--- config.mk ---
export PLATFORM = sky130hd
export DESIGN_NAME = display_bcd_sequencer
export DESIGN_NICKNAME = d
export VERILOG_FILES = /design/src/rtl/display_bcd_sequencer.sv
export SDC_FILE = /design/constraint.sdc
export NUM_CORES = 1
export LEC_CHECK = 0
export BUFFER_PORTS_ARGS = -buffer_cell sky130_fd_sc_hd__buf_2
export CAP_MARGIN = 20
export CORE_MARGIN = 8
export CORE_UTILIZATION = 45
export CTS_CLUSTER_DIAMETER = 80
export CTS_CLUSTER_SIZE = 28
export DETAILED_ROUTE_END_ITERATION = 8
export HOLD_SLACK_MARGIN = 0.1
export PLACE_DENSITY_LB_ADDON = 0.25
export SLEW_MARGIN = 30
export SYNTH_ARGS = -nofsm -noshare
export SYNTH_HDL_FRONTEND = slang
export SYNTH_SLANG_ARGS = --single-unit
--- constraint.sdc ---
create_clock -name clk -period 3.75 [get_ports clk]
set_input_delay 1.125 -clock clk [delete_from_list [all_inputs] [get_ports clk]]
set_output_delay 1.125 -clock clk [all_outputs]
set_load 0.01 [all_outputs]
--- src/rtl/display_bcd_sequencer.sv ---
// ============================================================================
// display_bcd_sequencer : scans display channels, converts each 12-bit sample to BCD
// Rev 1.0
// ============================================================================
`default_nettype none

module display_bcd_sequencer #(
  parameter int DWELL_CYCLES = 1000,
  parameter int NUM_CH       = 5
) (
  input  logic        clk,
  input  logic        reset,
  input  logic        enable,
  output logic [2:0]  select,
  input  logic [11:0] mux_in,
  output logic [15:0] bcd_out,
  output logic [2:0]  channel_out,
  output logic        bcd_valid,
  output logic        busy
);

  typedef enum logic [2:0] {
    IDLE    = 3'd0,
    SETTLE  = 3'd1,
    CONVERT = 3'd2,
    DONE    = 3'd3,
    DWELL   = 3'd4
  } state_t;

  localparam logic [15:0] c_DWELL_LAST = 16'(DWELL_CYCLES);
  localparam logic [2:0]  c_LAST_CH    = 3'(NUM_CH - 1);

  state_t      r_state;
  logic [15:0] r_cnt;
  logic [27:0] r_work;   // [27:12] BCD digits, [11:0] binary being shifted out
  logic [2:0]  r_ch;

  // One double-dabble iteration: correct every digit >= 5, then shift left.
  function automatic logic [27:0] dabble_step(input logic [27:0] w);
    logic [27:0] a;
    a = w;
    for (int i = 0; i < 4; i++) begin
      if (a[12+4*i +: 4] >= 4'd5)
        a[12+4*i +: 4] = a[12+4*i +: 4] + 4'd3;
    end
    return {a[26:0], 1'b0};
  endfunction

  always_ff @(posedge clk or posedge reset) begin
    if (reset) begin
      r_state     <= IDLE;
      r_cnt       <= '0;
      r_work      <= '0;
      r_ch        <= '0;
      select      <= '0;
      bcd_out     <= '0;
      channel_out <= '0;
      bcd_valid   <= 1'b0;
      busy        <= 1'b0;
    end else begin
      bcd_valid <= 1'b0;
      case (r_state)
        IDLE: begin
          if (enable) begin
            r_state <= SETTLE;
            r_cnt   <= '0;
            busy    <= 1'b1;
          end
        end
        SETTLE: begin
          if (r_cnt == 16'd1) begin
            r_work  <= {16'd0, mux_in};
            r_ch    <= select;
            r_cnt   <= '0;
            r_state <= CONVERT;
          end else begin
            r_cnt <= r_cnt + 16'd1;
          end
        end
        CONVERT: begin
          r_work <= dabble_step(r_work);
          if (r_cnt == 16'd11) begin
            r_cnt   <= '0;
            r_state <= DONE;
          end else begin
            r_cnt <= r_cnt + 16'd1;
          end
        end
        DONE: begin
          bcd_out     <= r_work[27:12];
          channel_out <= r_ch;
          bcd_valid   <= 1'b1;
          r_cnt       <= '0;
          if (enable) begin
            r_state <= DWELL;
          end else begin
            r_state <= IDLE;
            busy    <= 1'b0;
          end
        end
        DWELL: begin
          // Dropping enable wins over the channel advance on the final cycle.
          if (!enable) begin
            r_state <= IDLE;
            r_cnt   <= '0;
            busy    <= 1'b0;
          end else if (r_cnt == c_DWELL_LAST) begin
            select  <= (select == c_LAST_CH) ? 3'd0 : select + 3'd1;
            r_cnt   <= '0;
            r_state <= SETTLE;
          end else begin
            r_cnt <= r_cnt + 16'd1;
          end
        end
        default: begin
          r_state <= IDLE;
          r_cnt   <= '0;
          busy    <= 1'b0;
        end
      endcase
    end
  end

endmodule

`default_nettype wire
==> impl_metrics.csv <==
group,metric,value,unit
synthesis,ys.flop_type,"dfrtp_1",
global_routing,antenna_found_initial,0,
critical_path,rr_worst_depth,4,
pwr,p_seq_frac,0.400,
synthesis,yosysTopAreaCell,"dfrtp_1",
clock_tree,clkLatencyLatePin,0.34,ns
run,max-cap-violations,0,
outcome,status,"finished clean",
die,ios,39,
drt,drc_errors,0,
synthesis,synth_area_leaders,"dfrtp_1 48%, nand2_1 4.6%, ha_1 4.2%",
clock_tree,clk_path_buf_depth,2,
sta,relSlewSlack,0.404,
global_routing,grt_pass1_wl,13800,um
synthesis,synth-seq-area-share,0.479,
global_routing,grt_max_degree,54,
drt,wl_per_cell,15.4,um
critical_path,arrival,2.71,ns
sta,hold_slack,0.470,ns
layout,fill_cells,788,
die,core_area,8510,sq um
critical_path,crit_path_max_fanout,12,
synthesis,ys.warnings.count,0,
clock_tree,hold_buffers,0,
placed_design,routabilityCongestion,0.834,
synthesis,synth_area,3870,sq um
synthesis,syn_inst,389,
global_routing,grt-ovfl-total,0,
synthesis,ys_async_sr_fraction,1.00,
drt,ant_nets,0,
synthesis,syn_area_per_cell,9.94,sq um
layout,antenna_cells,0,
die,die_w,109,um
sta,min_period,2.53,ns
die,initial_core_util,0.455,
drt,dr_total_vias,2947,
layout,final_util,0.507,
pwr,p_sw,0.00114,W
critical_path,critical_path_class,"flop to flop",
sta,drv_slew,0,
critical_path,cp_data_required_time,3.93,ns
pwr,pwr-share-comb,0.368,
pwr,p_sw_frac,0.387,
clock_tree,cts_buffers,9,
layout,area_delta_synth_final,11.5,%
synthesis,synth-seq-cells,74,
sta,rsz0062_at_grt,"false",
pwr,peakVddDrop,0.254,mV
drt,wl,8140,um
pwr,leakagePower,1.93,nW
placed_design,hpwl,5630,um
clock_tree,root_buffer,"clkbuf_8",
sta,timing.final.crit_share,0.674,
hold_path,min_path_cells,2,
pwr,clkPwrFrac,0.232,
critical_path,critical_path.startpoint_type,"flop",
sta,setup_viol,0,
layout,layout-drive-gt1-share,0.212,
sta,max_freq,396,MHz
sta,report.final.hold_viol_count,0,
critical_path,crit_path_end_kind,"flop",
layout,fin_nets,443,
placed_design,io_buffers,38,
drt,drtIter0Drc,176,
pwr,p_total,0.00294,W
sta,worst_slew_pin_slew,0.894,ns
pwr,pwr_density_cell,681,nW/um^2
drt,drt_first_pass_iters,4,
clock_tree,htree_levels,3,
synthesis,yosysMostFrequentCell,"dfrtp_1",
die,die_height,109,um
sta,tns,0,ns
global_routing,grt_pass1_vias,2872,
synthesis,synthTopCellsByCount,"74 x dfrtp_1, 47 x nand2_1, 24 x a21oi_1",
synthesis,ys_types,53,
pwr,p_int,0.00180,W
synthesis,synth-edff-count,0,
drt,vias_per_cell,5.58,
clock_tree,cts_setup_buffers,0,
clock_tree,cts.sinks,74,
synthesis,synth.top_cell.area_share,0.479,
die,die_area,11800,sq um
synthesis,synthesis.nets,417,
clock_tree,cts_resized,0,
sta,finalClockSkew,0.0103,ns
hold_path,min_path_type,"flop to flop",
global_routing,grt_usage,0.145,
clock_tree,cts_tree,"done",
clock_tree,path_clk_slew,0.08,ns
die,row_count,34,
path summary, 6_finish.rpt:
| check | start | to | slack, ns |
|---|---|---|---|
| hold / removal | r_ch[0] | channel_out[0] | 0.47 |
| hold reg to reg | r_ch[0] | channel_out[0] | 0.47 |
| max in group asynchronous | reset | r_work[12] | 2.19 |
| setup / recovery | r_cnt[4] | r_work[25] | 1.22 |
| min in group asynchronous | reset | bcd_out[12] | 0.80 |
| setup reg to reg | r_cnt[4] | r_work[25] | 1.22 |
sequential cells by signal, summed over array words and instances (netlist names):
signal       cells
r_ch             3
r_work          28
channel_out      3
bcd_out         16
r_state          3
busy             1
bcd_valid        1
r_cnt           16
select           3
layout by cell type, fill, tap and decap left out, types with 2 or more instances in the layout:
cell and count:
a31o_2 4, or3_1 5, o32ai_1 2, nor4_1 3, bufinv_16 2, nand3b_1 2
a21oi_1 24, nor3b_1 2, clkbuf_8 9, nand3_1 4, and4_1 3, o21ai_1 2
nor2_1 19, nand4_1 18, o31ai_1 13, xnor2_1 8, nor4_2 2, clkinv_4 3
buf_4 3, nand2b_1 8, inv_1 15, a22oi_1 5, o21ai_0 20, buf_2 38
ha_1 13, a31oi_1 11, nand2_1 47, o22ai_1 9, mux2_2 14, and3_1 4
a22o_1 2, xor2_1 7, dfrtp_1 74
metrics by stage:
step	setup WS, ns	std cells	instance area, sq um
global route	1.04	528	4310
detailed placement	1.11	512	4090
floorplan	0.743	389	3870
global placement	1.15	511	4080
CTS	1.23	528	4310
finish	1.22	528	4310
power by group through the flow:
stage	combinational [W]	clock (W)	sequential (W)
after floorplan	0.000849	0	0.00117
after global placement	0.00105	0	0.00118
after detailed placement	0.00109	0	0.00119
after CTS	0.00109	0.000701	0.00117
after global routing	0.00122	0.000743	0.00121
final	0.00108	0.000681	0.00117
worst max-delay path, stage by stage (launching register included):
cell and delay [ns]:
dfrtp_1 0.42, nor4_2 0.59, nand4_2 0.40, nor2_1 0.75, o22ai_1 0.20
metal layers:
layer / part of all wire / up-vias / track usage / wire length, um
li1: - / 1459 / - / -
met1: 0.46 / 1419 / 0.183 / 3710
met2: 0.49 / 56 / 0.238 / 3960
met3: 0.039 / 13 / 0.0290 / 319
met4: 0.018 / 0 / 0.0626 / 149
met5: 0 / - / 0 / 0
cells by family (layout without fill, tap and decap cells):
logic type	Yosys count	count (layout)	share of synthesized area
compound gates	99	99	0.169
simple gates	130	130	0.182
buf+inv	43	74	0.0505
xor+xnor	15	15	0.0340
fa+ha+maj	13	13	0.0421
flops	74	74	0.479
mux	15	15	0.0437
final cells by class:
cell class / instances / area (sq um) / area share
Multi-Input combinational cell: 272 / 1820 / 0.422
Clock buffer: 10 / 128 / 0.0296
Timing Repair Buffer: 42 / 224 / 0.0520
Clock inverter: 6 / 91.3 / 0.0212
Inverter: 16 / 60.1 / 0.0139
Sequential cell: 74 / 1850 / 0.430
Tap cell: 108 / 135 / 0.0313
Power figures use the tool's default switching activity.
